<file path="src/rtl/display_scan_ctrl.sv">
// Time-multiplexed 7-segment scan controller with frame-boundary double buffering.
// Optional leading-zero blanking is compiled in when DISP_LZB_EN is defined.
module display_scan_ctrl #(
  parameter int unsigned DIGITS   = 4,
  parameter int unsigned SCAN_DIV = 50000,
  parameter int unsigned GAP_CYC  = 0
) (
  input  logic                  clk,
  input  logic                  rst,
  input  logic                  en,
  input  logic                  load,
  input  logic [8*DIGITS-1:0]   data,
  output logic [7:0]            code,
  output logic [DIGITS-1:0]     digit_sel,
  output logic                  frame_done
);

  localparam int unsigned CMAX = (SCAN_DIV > GAP_CYC) ? SCAN_DIV : GAP_CYC;
  localparam int unsigned CW   = (CMAX > 1) ? $clog2(CMAX) : 1;
  localparam int unsigned IW   = $clog2(DIGITS);

  localparam logic [CW-1:0]     SHOW_LAST = CW'(SCAN_DIV - 1);
  localparam logic [CW-1:0]     GAP_LAST  = CW'((GAP_CYC > 0) ? GAP_CYC - 1 : 0);
  localparam logic [IW-1:0]     IDX_LAST  = IW'(DIGITS - 1);
  localparam logic [7:0]        BLANK     = 8'h14;
  localparam logic [DIGITS-1:0] SEL_ONE   = {{(DIGITS-1){1'b0}}, 1'b1};

  typedef enum logic {SHOW, GAP} state_t;

  state_t                  state, state_n;
  logic [IW-1:0]           idx, idx_n;
  logic [CW-1:0]           cnt, cnt_n;
  logic                    run;
  logic                    adv;
  logic                    wrap;
  logic                    commit;
  logic                    pend, pend_n;
  logic [DIGITS-1:0][7:0]  pending, pending_n;
  logic [DIGITS-1:0][7:0]  shadow, shadow_n;
  logic [7:0]              code_d;
  logic [DIGITS-1:0]       sel_d;
  logic                    fd_d;

  // Registers hold the slot being shown after each edge; outputs are
  // registered from the next-slot values so they align with the slot.
  always_ff @(posedge clk or negedge rst) begin
    if (!rst) begin
      state      <= SHOW;
      idx        <= '0;
      cnt        <= '0;
      run        <= 1'b0;
      pend       <= 1'b0;
      pending    <= {DIGITS{BLANK}};
      shadow     <= {DIGITS{BLANK}};
      code       <= BLANK;
      digit_sel  <= '0;
      frame_done <= 1'b0;
    end else begin
      state      <= state_n;
      idx        <= idx_n;
      cnt        <= cnt_n;
      run        <= en;
      pend       <= pend_n;
      pending    <= pending_n;
      shadow     <= shadow_n;
      code       <= code_d;
      digit_sel  <= sel_d;
      frame_done <= fd_d;
    end
  end

  always_comb begin
    state_n = state;
    idx_n   = idx;
    cnt_n   = cnt;
    adv     = 1'b0;
    wrap    = 1'b0;
    if (!en || !run) begin
      // Disabled, or first enabled edge: (re)start at digit 0 without a wrap.
      state_n = SHOW;
      idx_n   = '0;
      cnt_n   = '0;
    end else begin
      case (state)
        SHOW: begin
          if (cnt != SHOW_LAST) begin
            cnt_n = cnt + 1'b1;
          end else if (GAP_CYC > 0) begin
            state_n = GAP;
            cnt_n   = '0;
          end else begin
            adv = 1'b1;
          end
        end
        GAP: begin
          if (cnt != GAP_LAST) cnt_n = cnt + 1'b1;
          else                 adv   = 1'b1;
        end
        default: adv = 1'b1;
      endcase
      if (adv) begin
        state_n = SHOW;
        cnt_n   = '0;
        if (idx != IDX_LAST) begin
          idx_n = idx + 1'b1;
        end else begin
          idx_n = '0;
          wrap  = 1'b1;
        end
      end
    end
  end

  // A load coinciding with a commit keeps pend set so the new data waits a frame.
  always_comb begin
    commit    = pend & (wrap | ~run | ~en);
    shadow_n  = shadow;
    pending_n = pending;
    if (commit) shadow_n = pending;
    if (load)   pending_n = data;
    pend_n    = load | (pend & ~commit);
  end

`ifdef DISP_LZB_EN
  logic [DIGITS-1:0] lzb;
  logic              lz_run;

  always_comb begin
    lzb    = '0;
    lz_run = 1'b1;
    for (int unsigned i = DIGITS - 1; i >= 1; i--) begin
      lz_run = lz_run & (shadow_n[i] == 8'h00);
      lzb[i] = lz_run;
    end
  end
`endif

  always_comb begin
    sel_d  = '0;
    code_d = BLANK;
    fd_d   = 1'b0;
    if (en) begin
      fd_d = wrap;
      if (state_n == SHOW) begin
        sel_d  = SEL_ONE << idx_n;
        code_d = shadow_n[idx_n];
`ifdef DISP_LZB_EN
        if (lzb[idx_n]) code_d = BLANK;
`endif
      end
    end
  end

endmodule

</file>
<file path="config.mk">
export PLATFORM = sky130hd
export DESIGN_NAME = display_scan_ctrl
export DESIGN_NICKNAME = d
export VERILOG_FILES = /design/src/rtl/display_scan_ctrl.sv
export SDC_FILE = /design/constraint.sdc
export NUM_CORES = 1
export LEC_CHECK = 0
export CORE_MARGIN = 2
export CORE_UTILIZATION = 55
export CTS_CLUSTER_DIAMETER = 100
export CTS_CLUSTER_SIZE = 8
export DETAILED_ROUTE_END_ITERATION = 16
export GPL_TIMING_DRIVEN = 0
export PLACE_DENSITY = 0.89
export RECOVER_POWER = 100
export SKIP_LAST_GASP = 1
export SLEW_MARGIN = 20
export SYNTH_ARGS = -nofsm -noshare
export SYNTH_HDL_FRONTEND = slang
export SYNTH_SLANG_ARGS = --single-unit
</file>
<file path="constraint.sdc">
create_clock -name clk -period 3.5 [get_ports clk]
set_clock_uncertainty 0.1 [all_clocks]
set_input_delay 0.7 -clock clk [delete_from_list [all_inputs] [get_ports clk]]
set_output_delay 0.7 -clock clk [all_outputs]
set_load 0.02 [all_outputs]
</file>
# Yosys cells after proc, flatten, opt, wreduce, memory -nomap -nowiden
# Index checks and enable logic that the tools add are counted.
word_totals:
  ff_bits: 98
  in_bits: 36
  output_inout_bits: 13
  wordCells: 63
op_classes:
  reduce_logical: 5
  muxes: 25
  n_addsub: 2
  n_bitwise: 9
  eq_ne: 4
  shift: 1
  magnitude_cmp: 1
op_table:
  columns: ["cell", "count"]
  rows:
  - ["two-way mux 16 bit", 4]
  - ["two-way mux 32 bit", 1]
  - ["case mux 16 bit (2 select lines)", 1]
  - ["two-way mux 8 bit", 3]
  - ["adder 16 x 1 -> 16 bit (second input constant)", 1]
  - ["binary-select mux 8 bit (select 2 bit)", 1]
  - ["inequality test 16 bit (second input constant)", 1]
  - ["nonzero test 16 bit", 1]
  - ["two-way mux 1 bit", 9]
  - ["two-way mux 4 bit", 2]
  - ["two-way mux 2 bit", 3]
  - ["inequality test 4 x 1 -> 1 bit (second input constant)", 1]
  - ["inequality test 4 bit (second input constant)", 1]
  - ["NOT 1 bit", 4]
  - ["<< shifter 1 x 2 -> 4 bit (first input constant)", 1]
  - ["less-than comparator 2 x 3 -> 1 bit (second input constant)", 1]
  - ["OR 1 bit", 3]
  - ["adder 2 x 1 -> 2 bit (second input constant)", 1]
  - ["AND 1 bit", 2]
  - ["logical NOT 1 bit", 2]
  - ["inequality test 2 bit (second input constant)", 1]
  - ["case mux 1 bit (2 select lines)", 1]
  - ["AND reduction 2 bit", 1]
  - ["logical OR 1 bit", 1]

# Longest topological paths before layout
logic_depth:
  word_depth: 14
  mapped_depth: 11
  ltp_nobuf: 9

# Worst setup path before layout
# No wires, ideal clock.
synth_path:
  path_type: "register -> register"
  from: "register cnt[0]"
  to: "register code[2]"
  required_ns: 3.306
  arrival_ns: 2.439
  n_path_buf: 1
  path_slack_ns: 0.866
  setup_ns: 0.094
  stages_incl_launch_ff: 10
  synth_period_minus_slack_ns: 2.634
  cell_sequence: "dfrtp_1 ha_1 nand3_1 or3_4 a21oi_4 a31oi_4 buf_6 mux2_4 a22o_1 or4_1"
synth_rtl:
  columns: ["item", "line", "text"]
  rows:
  - ["from (decl)", "32", "logic [CW-1:0] cnt, cnt_n;"]
  - ["from (signal assigned)", "61", "cnt <= cnt_n;"]
  - ["to (signal assigned)", "66", "code <= code_d;"]
  - ["to (decl)", "13", "output logic [7:0] code,"]

==> impl_metrics.env <==
export IMPL_crit_type="primary input to flop"
export IMPL_power_leakage_nw=2.15
export IMPL_dr_first_iter_drc_count=149
export IMPL_finish_cell_count_without_fillers=477
export IMPL_antenna_found_initial=0
export IMPL_crit_path_end_kind="flop"
export IMPL_max_vdd_ir_drop_v=0.000234
export IMPL_slew_headroom_pct=4.35
export IMPL_postPlaceCellArea_um2=4710
export IMPL_report_final_setup_viol=0
export IMPL_floorplan_die_height_um=90.3
export IMPL_clock_tree_root_cell="sky130_fd_sc_hd__clkbuf_8"
export IMPL_num_vias=2567
export IMPL_insertion_delay_ps=350
export IMPL_postSynthAreaPerCell_um2=13.0
export IMPL_holdBufCountCts=0
export IMPL_asyncSetResetFlopFracSynth_pct=100
export IMPL_start_kind="primary input"
export IMPL_grt_use_total_pct=20.4
export IMPL_grt_pass1_wl_um=13000
export IMPL_cts_tree="done"
export IMPL_crit_required_ps=3600
export IMPL_highest_count_cells_in_the_layout_ignoring_fill_and_taps="80 x sky130_fd_sc_hd__dfrtp_1, 37 x sky130_fd_sc_hd__mux2_2, 30 x sky130_fd_sc_hd__clkdlybuf4s50_1"
export IMPL_cp_arrival_ps=3400
export IMPL_antenna_left=0
export IMPL_syn_num_nets=353
export IMPL_clk_transition_reported_paths_ps=90
export IMPL_postSynthRegisterBits=98
export IMPL_rsz0062_at_grt="false"
export IMPL_layout_cells_most_common="sky130_fd_sc_hd__dfrtp_1"
export IMPL_powerDensity_nw_per_um2=489
export IMPL_row_count=31
export IMPL_drt_wirelength_per_cell_um=16.6
export IMPL_initial_core_utilization_pct=56.7
export IMPL_htree_num_levels=3
export IMPL_run_status="completed"
export IMPL_io_pins=49
export IMPL_crit_chain="clkdlybuf4s50_1 -> nand2_1 -> and2_0 -> a31oi_4 -> buf_6 -> clkbuf_1 -> mux2_1 -> a22oi_1 -> a21oi_1"
export IMPL_critical_path_buf_inv_count=3
export IMPL_synth_edf_count=0
export IMPL_synthesized_area_um2=4090
export IMPL_fp_coreArea_um2=7210
export IMPL_worstHoldPathType="flop to flop"
export IMPL_synth_seq_area_share_pct=60.5
export IMPL_totalNegativeSetupSlack_ps=0
export IMPL_largest_net_degree_at_the_start_of_global_routing=74
export IMPL_number_of_global_route_vias_before_repair=2669
export IMPL_drt_pre_antenna_iters=4
export IMPL_synth_top_flop_cell="sky130_fd_sc_hd__dfrtp_1"
export IMPL_ctsResizeCount=0
export IMPL_numCtsBuffers=9
export IMPL_slowest_delay_ps=520
export IMPL_drive_above_1_share_pct=20.9
export IMPL_clk_path_buf_depth=2
export IMPL_finish_instance_area_um2=4920
export IMPL_critical_path_top_delay_family="buffers and inverters"
export IMPL_die_area_um2=8150
export IMPL_clock_sinks=98
export IMPL_final_period_utilization_pct=94.0
export IMPL_ys_warnings_count=0
export IMPL_num_antenna_cells=0
export IMPL_final_report_max_slew_violation_count=0
export IMPL_grt_overflow_total=0
export IMPL_critical_path_slowest_cell="sky130_fd_sc_hd__clkdlybuf4s50_1"
export IMPL_placed_cells=461
export IMPL_buffer_ports_inserted=47
export IMPL_route_detailed_vias_per_inst=5.38
export IMPL_report_final_hold_viol_count=0
export IMPL_design_final_nets=412
export IMPL_drt_wl_total_um=7910
export IMPL_syn_instance_count=314
export IMPL_hpwl_um=5500
export IMPL_finalPower_w=0.00241
export IMPL_finalCriticalPeriod_ps=3290
export IMPL_fp_dieW_um=90.3
export IMPL_postCtsSetupBuffers=0
export IMPL_clock_fmax_mhz=304
export IMPL_ys_types=40
export IMPL_finalWeightedCongestion=0.791
export IMPL_flow_area_growth_from_synthesis_pct=20.2
export IMPL_max_cap_violations=0
export IMPL_worst_slew_pin_transition_ps=1430
export IMPL_drc_violation_count_after_routing=0
export IMPL_critical_path_peak_fanout=10
[power breakdown]
part / internal, W / switching, W / total, W
clock network: 0.000403 / 0.000378 / 0.000780
registers: 0.00127 / 0.0000455 / 0.00132
logic: 0.000156 / 0.000152 / 0.000308
total: 0.00183 / 0.000575 / 0.00241
[layout make-up]
cell class	instances	area, um2
fill	506	2290
clock inverter	7	92.6
inverter	17	63.8
timing repair buffer	48	492
sequential	98	2470
clock buffer	9	124
multi-input combinational	187	1490
tap	99	124
buffer	12	56.3
[Yosys cell counts, types with 2 or more instances]
cell / number / area, um2
sky130_fd_sc_hd__mux2_2: 50 / 563
sky130_fd_sc_hd__a22o_1: 2 / 17.5
sky130_fd_sc_hd__a21oi_1: 7 / 35.0
sky130_fd_sc_hd__inv_1: 17 / 63.8
sky130_fd_sc_hd__dfrtp_1: 80 / 2000
sky130_fd_sc_hd__o21ai_1: 2 / 10.0
sky130_fd_sc_hd__nor4_1: 3 / 18.8
sky130_fd_sc_hd__nor2b_1: 6 / 37.5
sky130_fd_sc_hd__or4_1: 2 / 15.0
sky130_fd_sc_hd__nand3_1: 10 / 50.1
sky130_fd_sc_hd__mux2i_1: 14 / 140
sky130_fd_sc_hd__xnor2_1: 6 / 52.6
sky130_fd_sc_hd__xor2_1: 8 / 70.1
sky130_fd_sc_hd__dfstp_2: 18 / 473
sky130_fd_sc_hd__nor3_1: 3 / 15.0
sky130_fd_sc_hd__nand2_1: 10 / 37.5
sky130_fd_sc_hd__mux2_4: 2 / 30.0
sky130_fd_sc_hd__and3_1: 3 / 18.8
sky130_fd_sc_hd__o22a_1: 6 / 52.6
sky130_fd_sc_hd__nor4b_1: 2 / 17.5
sky130_fd_sc_hd__clkbuf_1: 9 / 33.8
sky130_fd_sc_hd__nor2_1: 29 / 109
sky130_fd_sc_hd__a22oi_1: 6 / 45.0
sky130_fd_sc_hd__ha_1: 3 / 37.5
[registers in the layout, summed over array words and instances, names as in the netlist]
name,flops
idx,2
cnt,16
shadow,32
pend,1
run,1
code,8
pending,32
frame_done,1
state,1
digit_sel,4
[per-stage QoR]
stage               utilization [%]  worst slack [ps]  hold slack (ps)
finish                         68.2               208              391
global route                   68.2              60.4              420
CTS                            68.3               227             89.3
detailed placement             65.3              -136              376
global placement               64.9             -1700              363
floorplan                         -               866              304
[per-layer routing]
| layer | wire [um] | vias up | track usage (%) |
|---|---|---|---|
| li1 | - | 1201 | - |
| met1 | 3390 | 1290 | 26.4 |
| met2 | 4030 | 68 | 34.6 |
| met3 | 381 | 8 | 3.42 |
| met4 | 104 | 0 | 7.69 |
| met5 | 0 | - | 0 |
[final timing paths]
check / from / endpoint / slack (ps) / cells after the start
worst max-delay path: en / code[6] / 210 / 9
worst min-delay path: cnt[0] / cnt[0] / 390 / 1
worst max register to register: cnt[0] / code[2] / 220 / 10
worst min register to register: cnt[0] / cnt[0] / 390 / 1
max in group asynchronous: rst / pending[2] / 1720 / 2
min in group asynchronous: rst / shadow[27] / 560 / 1
[kinds of logic (layout without fill, tap and decap cells)]
kind of cell / count (synthesis) / after routing / synth area share, %
simple gates: 77 / 77 / 9.48
compound gates: 27 / 27 / 5.26
fa+ha+maj: 3 / 3 / 0.918
xor+xnor: 14 / 14 / 3.00
buf+inv: 29 / 93 / 2.94
flops: 98 / 98 / 60.5
mux: 66 / 66 / 17.9
No activity file was read; power rests on OpenSTA's default activity.
